==> config.mk <==
export PLATFORM = sky130hd
export DESIGN_NAME = mem_control
export DESIGN_NICKNAME = d
export VERILOG_FILES = /design/src/rtl/mem_control_pkg.sv /design/src/rtl/mem_control.sv
export SDC_FILE = /design/constraint.sdc
export NUM_CORES = 1
export LEC_CHECK = 0
export BUFFER_PORTS_ARGS = -buffer_cell sky130_fd_sc_hd__buf_2
export CAP_MARGIN = 20
export CORE_MARGIN = 4
export CORE_UTILIZATION = 51
export DETAILED_ROUTE_END_ITERATION = 16
export PLACE_DENSITY = 0.86
export SYNTH_ARGS = -nofsm -noshare
export SYNTH_HDL_FRONTEND = slang
export SYNTH_SLANG_ARGS = --single-unit
==> constraint.sdc <==
create_clock -name clk -period 3.7 [get_ports clk]
set_input_delay 0.185 -clock clk [delete_from_list [all_inputs] [get_ports clk]]
set_output_delay 0.185 -clock clk [all_outputs]
set_load 0.005 [all_outputs]
==> src/rtl/mem_control_pkg.sv <==
// Shared types for the CPU-to-bus memory access controller.
package mem_control_pkg;

  // FSM state encoding; value 7 is unused and recovers to IDLE.
  typedef enum logic [2:0] {
    INIT          = 3'd0,
    IDLE          = 3'd1,
    Read_Request  = 3'd2,
    Write_Request = 3'd3,
    Read          = 3'd4,
    Write         = 3'd5,
    Wait          = 3'd6
  } state_t;

  // Kind of request latched at acceptance; steers where read data lands.
  typedef enum logic [1:0] {
    WRITE     = 2'd0,
    DATA_READ = 2'd1,
    FETCH     = 2'd2
  } req_type_t;

  localparam int unsigned ADDR_W = 32;
  localparam int unsigned DATA_W = 32;

endpackage

==> src/rtl/mem_control.sv <==
// Memory access controller: serialises CPU data reads, data writes and
// instruction fetches onto one shared bus, stalling while bus_full is high.
module mem_control
  import mem_control_pkg::*;
(
  input  logic              clk,
  input  logic              rst,
  input  logic [ADDR_W-1:0] address_in,
  input  logic [DATA_W-1:0] data_in_CPU,
  input  logic [DATA_W-1:0] data_in_BUS,
  input  logic              data_en,
  input  logic              instr_en,
  input  logic              bus_full,
  input  logic              memWrite,
  input  logic              memRead,
  output logic [2:0]        state,
  output logic [ADDR_W-1:0] address_out,
  output logic [DATA_W-1:0] data_out_CPU,
  output logic [DATA_W-1:0] data_out_BUS,
  output logic [DATA_W-1:0] data_out_INSTR
);

  state_t            r_state;
  state_t            w_state_next;
  req_type_t         r_type;
  logic [ADDR_W-1:0] r_address_out;
  logic [DATA_W-1:0] r_data_out_cpu;
  logic [DATA_W-1:0] r_data_out_bus;
  logic [DATA_W-1:0] r_data_out_instr;

  // IDLE arbitration: a write wins over a read (even if memRead is also set),
  // a data read wins over a fetch. A losing fetch is not queued.
  logic w_idle;
  logic w_take_write;
  logic w_take_read;
  logic w_take_fetch;
  logic w_capture;

  assign w_idle       = (r_state == IDLE);
  assign w_take_write = w_idle && data_en && memWrite;
  assign w_take_read  = w_idle && data_en && memRead && !memWrite;
  assign w_take_fetch = w_idle && instr_en && !w_take_write && !w_take_read;
  assign w_capture    = (r_state == Read) && !bus_full;

  // State register; reset abandons any transfer in flight.
  always_ff @(posedge clk) begin
    if (rst) begin
      r_state <= INIT;
    end else begin
      r_state <= w_state_next;
    end
  end

  // Next-state logic; bus phases hold while the bus reports full.
  always_comb begin
    w_state_next = r_state;
    case (r_state)
      INIT:          w_state_next = IDLE;
      IDLE: begin
        if (w_take_write) begin
          w_state_next = Write_Request;
        end else if (w_take_read || w_take_fetch) begin
          w_state_next = Read_Request;
        end
      end
      Read_Request:  if (!bus_full) w_state_next = Read;
      Read:          if (!bus_full) w_state_next = Wait;
      Write_Request: if (!bus_full) w_state_next = Write;
      Write:         if (!bus_full) w_state_next = Wait;
      Wait:          w_state_next = IDLE;
      default:       w_state_next = IDLE;
    endcase
  end

  // Registered outputs: latch request fields on acceptance, capture read data
  // in the Read phase so it is visible from the first Wait cycle.
  always_ff @(posedge clk) begin
    if (rst) begin
      r_type           <= WRITE;
      r_address_out    <= '0;
      r_data_out_cpu   <= '0;
      r_data_out_bus   <= '0;
      r_data_out_instr <= '0;
    end else begin
      if (w_take_write) begin
        r_address_out  <= address_in;
        r_data_out_bus <= data_in_CPU;
        r_type         <= WRITE;
      end else if (w_take_read) begin
        r_address_out  <= address_in;
        r_type         <= DATA_READ;
      end else if (w_take_fetch) begin
        r_address_out  <= address_in;
        r_type         <= FETCH;
      end
      if (w_capture) begin
        if (r_type == DATA_READ) begin
          r_data_out_cpu <= data_in_BUS;
        end else if (r_type == FETCH) begin
          r_data_out_instr <= data_in_BUS;
        end
      end
    end
  end

  assign state          = r_state;
  assign address_out    = r_address_out;
  assign data_out_CPU   = r_data_out_cpu;
  assign data_out_BUS   = r_data_out_bus;
  assign data_out_INSTR = r_data_out_instr;

endmodule

Yosys cells after proc, flatten, opt, wreduce, memory -nomap -nowiden
Index checks and enable logic that the tools add are counted.
Cells by class
  bitwise gates (word level): 1
  mux-type cells: 11
  equality and inequality tests: 11
  reductions and logical operators: 21
Operator list (number)
  2-to-1 mux 32 bit: 3
  2-to-1 mux 3 bit: 5
  case mux 3 bit (4 select lines): 1
  logical AND 1 bit: 8
  == test 3 x 2 -> 1 bit, second input constant: 2
  == test 3 bit, second input constant: 2
  != test 2 bit, second input constant: 3
  zero test 1 bit: 4
  AND reduction 4 bit: 1
  OR reduction 2 bit: 2
  == test 3 x 1 -> 1 bit, second input constant: 1
  != test 3 x 1 -> 1 bit, second input constant: 1
  AND reduction 3 bit: 1
  nonzero test 3 bit: 1
  OR reduction 3 bit: 1
  == test 2 x 1 -> 1 bit, second input constant: 1
  == test 2 bit, second input constant: 1
  2-to-1 mux 1 bit: 2
  AND reduction 2 bit: 1
  nonzero test 2 bit: 1
  logical OR 1 bit: 1
  inverter 1 bit: 1
Storage, ports and cells
  flip-flop bits (word level): 133
  logic and storage cells: 51

Longest topological paths before layout
  depth after elaboration: 10
  mapped depth: 6
  mapped depth without buffers: 3

Worst setup path after synthesis
No wires, ideal clock.
  path type: register -> register
  start point: register r_state[2] (netlist: state[2])
  end point: register r_address_out[10] (netlist: address_out[10])
  setup slack: 2081 ps
  clock period less this slack: 1619 ps
  setup time: 72 ps
  data required time: 3628 ps
  arrival time: 1547 ps
  cell stages (with the launch flop): 7
  buffers on the path: 3
  path through: dfxtp_1 -> buf_6 -> or3b_4 -> buf_6 -> a21oi_4 -> buf_12 -> mux2i_1
Between the ends
  word-level cells in the longest chain between the ends: 7
RTL lines
  start: declaration: line mem_control.sv:23  | state_t r_state;
  start signal: assignment: line mem_control.sv:50  | r_state <= w_state_next;
  == test 3 x 1 -> 1 bit (*): line mem_control.sv:39  | assign w_idle = (r_state == IDLE);
  logical AND 1 bit: line mem_control.sv:40, mem_control.sv:41
  logical AND 1 bit, on equally long branches: line mem_control.sv:40, mem_control.sv:41
  zero test 1 bit / logical AND 1 bit (equally long branches): line mem_control.sv:42, mem_control.sv:41
  logical AND 1 bit / zero test 1 bit (equally long branches): line mem_control.sv:42  | assign w_take_fetch = w_idle && instr_en && !w_take_write && !w_take_read;
  logical AND 1 bit: line mem_control.sv:42
  nonzero test 3 bit (no line)
  end signal: assignment: line mem_control.sv:86  | r_address_out <= address_in;
  end signal: assignment: line mem_control.sv:90  | r_address_out <= address_in;
  end signal: assignment: line mem_control.sv:93  | r_address_out <= address_in;
  end: declaration: line mem_control.sv:26  | logic [ADDR_W-1:0] r_address_out;
Mark *: on every way between the ends. The rest lies on a longest branch, timed or not.
A chain may end at the register's enable or synchronous reset.

Worst setup path after layout
  start point: register r_state[0] (netlist: state[0])
  end point: register r_address_out[20] (netlist: address_out[20])
Same word-level chain as after synthesis.

==> summary.txt <==
Outcome = completed
Synth Cell Area = 5250 um2
RSZ-0062 raised after global routing = false
WL final = 18,800 um
Delay-heaviest family, CP = simple AND/OR/NAND/NOR gates
# setup viols final = 0
Worst VDD drop = 366 uV
Largest stage delay, worst path = 590 ps
Worst Hold Class = in2reg
Synth Flop Type = dfxtp_1
R2R depth = 4
Post-synth top area share = 0.508
Syn. warnings = 0
CTS buffer count = 17
Clock Skew = 8.75 ps
DR vias = 5,994
CTS tree = done
ANT nets after route = 0
Clk slew on worst S/H paths = 60 ps
Count of maximum capacitance violations = 0
GPL Wtd Cong = 0.832
Library cells used by synthesis = 31
Async SR Flop Fraction = 0
Crit path buf inv count = 1
CP Depth = 4
Clk Latency, worst-skew pair = 510 ps
Initial drt markers = 526
DRC viols = 0
Crit end category = flip-flop
CP required = 4120 ps
DIE HEIGHT = 109 um
Routed length per placed instance = 17.7 um
Setup TNS = 0 ps
Congestion Overflow GR = 0
EDFF count, synth = 0
Hold WS = 38.0 ps
Critical Path Fanout Max = 34
Vias in the first global route = 5,868
Slew HR = 0.307
Antenna violations before repair = 0
CP max stage cell = or3b_4
Register area share after synthesis = 0.508
Die area = 12,000 um2
CTS max path bufs = 2
Critical Path AT = 2560 ps
Pre-antenna DRT Iters = 5
Area growth from synthesis to layout = 53.6%
N_diodes = 0
WS Path Type = reg2reg
Post-layout min period = 2140 ps
Register bit total from synthesis = 133
Hpwl dp = 10,600 um
Final Util = 0.813
GR Util All Layers = 0.309
Total power = 4390 uW
Top cells by count, synth = dfxtp_1, a21oi_1, nand3_1, o21ai_0, nand2_1
Core Area = 9910 um2
WHS Path Cells = 3
Count leader, synth = dfxtp_1
Avg Cell Area, Syn = 8.48 um2
Number of I/O port buffers = 233
Die Wd = 109 um
Worst Max-Slew Pin Slew = 1040 ps
Via density = 5.64
Sink Count = 133
Io pins = 234
Setup bufs post-CTS = 0
# rows = 36
Pwr Density = 544 nW/um2
Final period util = 0.579
Initial Util = 0.529
Crit path launch type = flip-flop
Largest net degree at the start of global routing = 101
Root buf cell = clkbuf_8
Critical Path, Cell by Cell = or3b_4 > a21oi_4 > buf_4 > mux2i_1
# nets final = 1,019
Post-synth top area cell = dfxtp_1
Fmax = 467 MHz
Static leakage = 0.00348 uW
H-tree depth = 4
Fin. max-slew vios = 0
Area contributors post-synth = dfxtp_1, a21oi_1, nand3_1
Final Hold Fails = 0
Layout cells sized above 1 = 0.306
Syn Inst Count = 619
First-pass GRT wire length = 28,900 um
Syn_nets = 722
flip-flops by register name, indices dropped and copies added (netlist names):
register	count
address_out	32
data_out_BUS	32
data_out_CPU	32
data_out_INSTR	32
r_type	2
state	3
where the power goes:
part | total (uW) | switching [uW] | internal (uW)
clock | 1870 | 631 | 1240
combinational | 882 | 508 | 374
sequential | 1640 | 92.8 | 1550
path summary, 6_finish.rpt:
kind             startpoint         endpoint  slack, ps
max                state[0]  address_out[20]       1560
min                instr_en        r_type[1]         40
max reg2reg        state[0]  address_out[20]       1560
min reg2reg  address_out[8]   address_out[8]        460
metrics by stage:
stage | worst slack [ps] | cell area (um2) | instances
2_1_floorplan | 2080 | 5250 | 619
3_3_place_gp | 1810 | 6330 | 928
3_5_place_dp | 1690 | 6330 | 928
4_1_cts | 1630 | 7980 | 1058
5_1_grt | 1510 | 8060 | 1062
6_report | 1560 | 8060 | 1062
layout by cell type (no fill, tap or decap), types with 2 or more instances in the layout:
cell type,count
o21ai_0,88
dlygate4sd3_1,98
clkinvlp_4,3
buf_16,2
bufinv_16,5
inv_1,3
clkbuf_16,16
dfxtp_1,133
a21oi_1,102
buf_2,232
or2b_1,2
nand3_1,96
o21ai_1,12
nand2b_1,2
clkbuf_8,5
buf_8,2
mux2i_1,33
nand2_1,66
nor2b_2,2
buf_4,9
cell families (layout without fill, tap and decap cells):
logic type,after synthesis,in the layout,synth area share
multiplexers,33,33,0.0630
XOR/XNOR,1,1,0.00167
AO/OA/AOI/OAI,207,207,0.202
flip-flops,133,133,0.508
buffers and inverters,68,378,0.0649
AND/OR/NAND/NOR,177,177,0.161
per-layer routing:
metal,up-vias,track usage,wire length (um)
met1,2742,0.340,6760
met4,0,0.176,833
met5,-,0,0
met2,410,0.533,9390
li1,2768,-,-
met3,74,0.0846,1840
worst reg2reg max path, delay by kind of cell, from the launching register on:
family / cells / cell delay, ps
buffers and inverters: 1 / 470
multiplexers: 1 / 330
AO/OA/AOI/OAI: 1 / 170
AND/OR/NAND/NOR: 1 / 600
flip-flops: 1 / 480
repair_timing:
action | CTS | global route
hold buffers | 98 | 0
resized for setup | 0 | 0
hold endpoints to repair | 129 | 0
final cells by class:
class,count,area (um2)
Sequential cell,133,2660
Timing Repair Buffer,343,2290
Multi-Input combinational cell,418,2260
Fill cell,570,1850
Clock buffer,21,469
Clock inverter,11,195
Tap cell,133,166
Inverter,3,11.3
Power figures use the tool's default switching activity.
